<file path="src/rtl/intc_err_req.sv">
// Error interrupt requester: edge-detects error sources, keeps pending flags and hands the
// lowest-index active source to the CPU. Define INTC_ERR_SYNC_EN to add 2-flop input syncs.
module intc_err_req #(
    parameter int unsigned NERR    = 8,
    parameter int unsigned VW      = $clog2(NERR),
    parameter logic [3:0]  ERR_LVL = 4'hF
) (
    input  logic            clk,
    input  logic            rst_n,
    input  logic [NERR-1:0] err_i,
    input  logic [NERR-1:0] err_msk_i,
    input  logic [NERR-1:0] clr_rg_i,
    input  logic            cpu_ack_i,
    output logic [NERR-1:0] err_pend_o,
    output logic            err_req_o,
    output logic [3:0]      err_lvl_o,
    output logic [VW-1:0]   err_vec_o,
    output logic            sync_cpu_int_o
);

    typedef enum logic [1:0] {StIdle, StReq, StAckd, StDone} state_e;

    state_e          state_q, state_d;
    logic [NERR-1:0] s;
    logic [NERR-1:0] s_d_q;
    logic [NERR-1:0] evt;
    logic [NERR-1:0] act;
    logic [NERR-1:0] pend_q, pend_d;
    logic [VW-1:0]   vec_q, vec_d;
    logic [VW-1:0]   win;
    logic            req_q;
    logic [3:0]      lvl_q;
    logic            sync_q;
    logic [1:0]      arm_cnt_q;
    logic            armed;

`ifdef INTC_ERR_SYNC_EN
    localparam int unsigned ArmLen = 3;

    logic [NERR-1:0] sync1_q, sync2_q;

    always_ff @(posedge clk or negedge rst_n) begin
        if (!rst_n) begin
            sync1_q <= '0;
            sync2_q <= '0;
        end else begin
            sync1_q <= err_i;
            sync2_q <= sync1_q;
        end
    end

    assign s = sync2_q;
`else
    localparam int unsigned ArmLen = 1;

    assign s = err_i;
`endif

    // Edges are ignored until the input pipeline has refilled after reset, so a
    // source already high at release is not mistaken for a fresh event.
    assign armed = (arm_cnt_q == 2'(ArmLen));

    assign evt    = s & ~s_d_q & {NERR{armed}};
    assign act    = pend_q & err_msk_i;
    assign pend_d = (pend_q & ~clr_rg_i) | (evt & err_msk_i);

    always_comb begin
        win = '0;
        for (int i = NERR - 1; i >= 0; i--) begin
            if (act[i]) begin
                win = VW'(i);
            end
        end
    end

    always_comb begin
        state_d = state_q;
        vec_d   = vec_q;
        unique case (state_q)
            StIdle: begin
                if (|act) begin
                    state_d = StReq;
                    vec_d   = win;
                end
            end
            StReq: begin
                if (cpu_ack_i) begin
                    state_d = StAckd;
                end else if (!act[vec_q]) begin
                    state_d = StIdle;
                end
            end
            StAckd: begin
                if (!pend_q[vec_q]) begin
                    state_d = StDone;
                end
            end
            StDone: begin
                state_d = StIdle;
            end
            default: begin
                state_d = StIdle;
            end
        endcase
    end

    always_ff @(posedge clk or negedge rst_n) begin
        if (!rst_n) begin
            state_q   <= StIdle;
            s_d_q     <= '0;
            pend_q    <= '0;
            vec_q     <= '0;
            req_q     <= 1'b0;
            lvl_q     <= '0;
            sync_q    <= 1'b0;
            arm_cnt_q <= '0;
        end else begin
            state_q <= state_d;
            s_d_q   <= s;
            pend_q  <= pend_d;
            vec_q   <= vec_d;
            req_q   <= (state_d == StReq);
            lvl_q   <= (state_d == StReq) ? ERR_LVL : 4'h0;
            sync_q  <= (state_d == StDone);
            if (!armed) begin
                arm_cnt_q <= arm_cnt_q + 2'd1;
            end
        end
    end

    assign err_pend_o     = pend_q;
    assign err_req_o      = req_q;
    assign err_lvl_o      = lvl_q;
    assign err_vec_o      = vec_q;
    assign sync_cpu_int_o = sync_q;

endmodule

</file>
<file path="config.mk">
export PLATFORM = sky130hd
export DESIGN_NAME = intc_err_req
export DESIGN_NICKNAME = d
export VERILOG_FILES = /design/src/rtl/intc_err_req.sv
export SDC_FILE = /design/constraint.sdc
export NUM_CORES = 1
export LEC_CHECK = 0
export CAP_MARGIN = 20
export CELL_PAD_IN_SITES_DETAIL_PLACEMENT = 1
export CELL_PAD_IN_SITES_GLOBAL_PLACEMENT = 2
export CORE_MARGIN = 3
export CORE_UTILIZATION = 26
export DETAILED_ROUTE_END_ITERATION = 6
export PLACE_DENSITY_LB_ADDON = 0.05
export SLEW_MARGIN = 10
export SYNTH_ARGS = -nofsm -noshare
export SYNTH_HDL_FRONTEND = slang
export SYNTH_SLANG_ARGS = --single-unit
</file>
<file path="constraint.sdc">
create_clock -name clk -period 2.6 [get_ports clk]
set_clock_uncertainty 0.05 [all_clocks]
set_input_delay 0.39 -clock clk [delete_from_list [all_inputs] [get_ports clk]]
set_output_delay 0.39 -clock clk [all_outputs]
set_load 0.02 [all_outputs]
</file>
==> flow_summary.toml <==
[cells_and_area]
drive_above_1_share = 0.0440
final_common_cell = "clkdlybuf4s50_1"
nNetsFinal = 188
area_delta_synth_final_pct = 41.8
fin_util = 0.387
final_cell_mix = "clkdlybuf4s50_1 (43), dfrtp_1 (25), nand2_1 (15), inv_1 (12), o21ai_0 (9)"
n_antenna_cell = 0

[clock_network]
post_cts_buffers = 0
clockBufferDepth = 2
cts_sinks = 25
cts_root_buffer = "clkbuf_8"
path_clk_slew_ns = 0.09
cts_made_buffers = 3
holdBufCountCts = 0
cts_tree = "yes"
cts_resized = 0
cts-htree-levels = 1
insertion_delay_ns = 0.27

[sta]
tightest_slew_ns = 0.477
period_needed_ns = 2.01
rsz0062_at_grt = "false"
hold_viol = 0
max_freq_mhz = 497
period_share = 0.774
slew_headroom = 0.682
hold_ws_ns = 0.431
slew_violations = 0
setup_viol = 0
fin_setup_tns_ns = 0

[die]
num_io_pins = 44
die_h_um = 74.1
core-area_mm2 = 0.00441
die-area_mm2 = 0.00549
rows = 24
start_util = 0.273
die_w_um = 74.1

[grt]
grt_usage = 0.135
grt-ovfl-total = 0
grt_pass1_wl_mm = 5.55
antenna_found_initial = 0
grt_pass1_vias = 1099
grt_max_degree = 26

[hold_path]
worstHoldPathType = "input port to async pin"

[route]
drt-pass1-iter-count = 5
vias = 1097
postRouteAntennaNets = 0
routed_via_density = 5.20
wirelength_mm = 3.51
drc = 0
wl_per_cell_um = 16.7
initialDrtViolationCount = 29

[pwr]
p_per_area_mw_per_mm2 = 777
power.total_uw = 1330
cellLeakagePower_uw = 0.000698
ir_drop_uv = 245

[synth]
synth_top_area_frac = 0.519
synthTopCellsByArea = "dfrtp_1 (52%), nand4b_1 (5.8%), nand2_1 (4.7%)"
ys_seq_area_frac = 0.519
netlist_instances = 118
syn_area_per_cell_um2 = 10.2
syn_nets = 146
synth-seq-cells = 25
yosysUniqueCellTypes = 28
yosysWarnings = 0
synth_ff_type = "dfrtp_1"
async_flop_share = 1.00
synth_top_area_cell = "dfrtp_1"
synth-edff-count = 0
synth_area_mm2 = 0.00121

[critical_path]
cp_slowest_cell = "clkdlybuf4s50_1"
crit_buf_inv = 1
setup.worst_path.class = "register to output port"
cp-startpoint = "err_vec_o[1]"
cp_max_fo = 14
worstSetupEndpointType = "output port"
worstReg2RegStart = "err_vec_o[0]"
reg2reg_to = "state_q[0]"
crit_required_ns = 2.16
slowest_delay_ns = 0.69
path_cells = "clkdlybuf4s50_1"
cp_top_family = "buffers and inverters"
r2r_slack_ns = 1.13
arrival_ns = 1.57
critPathLaunchType = "register"
rr_worst_depth = 4

[placement]
io_buffers = 43
gp_congestion = 0.818
dpl.hpwl_mm = 2.68

[job]
maxCapViolCount = 0

[outcome]
status = "completed"
## logic make-up (layout without fill, tap and decap cells)
| family | after synthesis | count (layout) | synth area share |
|---|---|---|---|
| AND/OR/NAND/NOR | 39 | 39 | 0.188 |
| multiplexers | 1 | 1 | 0.00830 |
| adder cells (fa/ha/maj) | 1 | 1 | 0.0104 |
| XOR/XNOR | 1 | 1 | 0.00726 |
| AO/OA/AOI/OAI | 32 | 32 | 0.194 |
| buffers and inverters | 19 | 60 | 0.0736 |
| flip-flops | 25 | 25 | 0.519 |
## layer usage
layer	vias to the layer above	routed length, um	track usage
met3	6	195	0.0257
met4	0	42	0.0423
li1	507	-	-
met2	41	1680	0.230
met5	-	0	0
met1	543	1600	0.172
## sequential cells by signal, indices dropped and copies added, names as in the netlist
signal,cells
arm_cnt_q,2
sync_cpu_int_o,1
err_lvl_o,1
err_vec_o,3
s_d_q,8
err_pend_o,8
state_q,2
## final cells by class
cell class                      count  area, um2
Tap cell                           52       65.1
Fill cell                         510       2700
Inverter                           12       45.0
Sequential cell                    25        626
Multi-Input combinational cell     74        492
Clock buffer                        4       45.0
Timing Repair Buffer               44        438
## cell usage after synthesis, drive strengths merged (2+ instances only)
library cell,instances
dfrtp,25
nand2,15
inv,12
o21ai,9
nand4b,8
a21oi,6
buf,6
nand3,5
a22oi,4
nand3b,4
o2111ai,4
a32o,2
a41o,2
nand2b,2
nor3b,2
o31ai,2
## how the worst max path moves through the flow
stage | cells past startpoint | slack [ns] | to
detailed placement | 5 | 0.68 | state_q[0]
floorplan | 4 | 1.22 | state_q[0]
finish | 1 | 0.59 | err_vec_o[1]
global placement | 5 | 0.70 | err_vec_o[0]
CTS | 1 | 0.56 | err_vec_o[1]
global route | 1 | 0.50 | err_vec_o[1]
## metrics by stage
stage,std cells,instance area (um2),worst slack [ns]
after global placement,207,1670,0.699
after floorplan,118,1210,1.22
after detailed placement,207,1670,0.680
final,211,1710,0.588
after global routing,211,1710,0.502
after CTS,211,1710,0.557
## power breakdown
part	internal, uW	switching, uW	leakage (uW)
logic	267	257	0.000367
registers	456	118	0.000308
clock network	110	121	0.0000228
(Power assumes the default switching activity.)
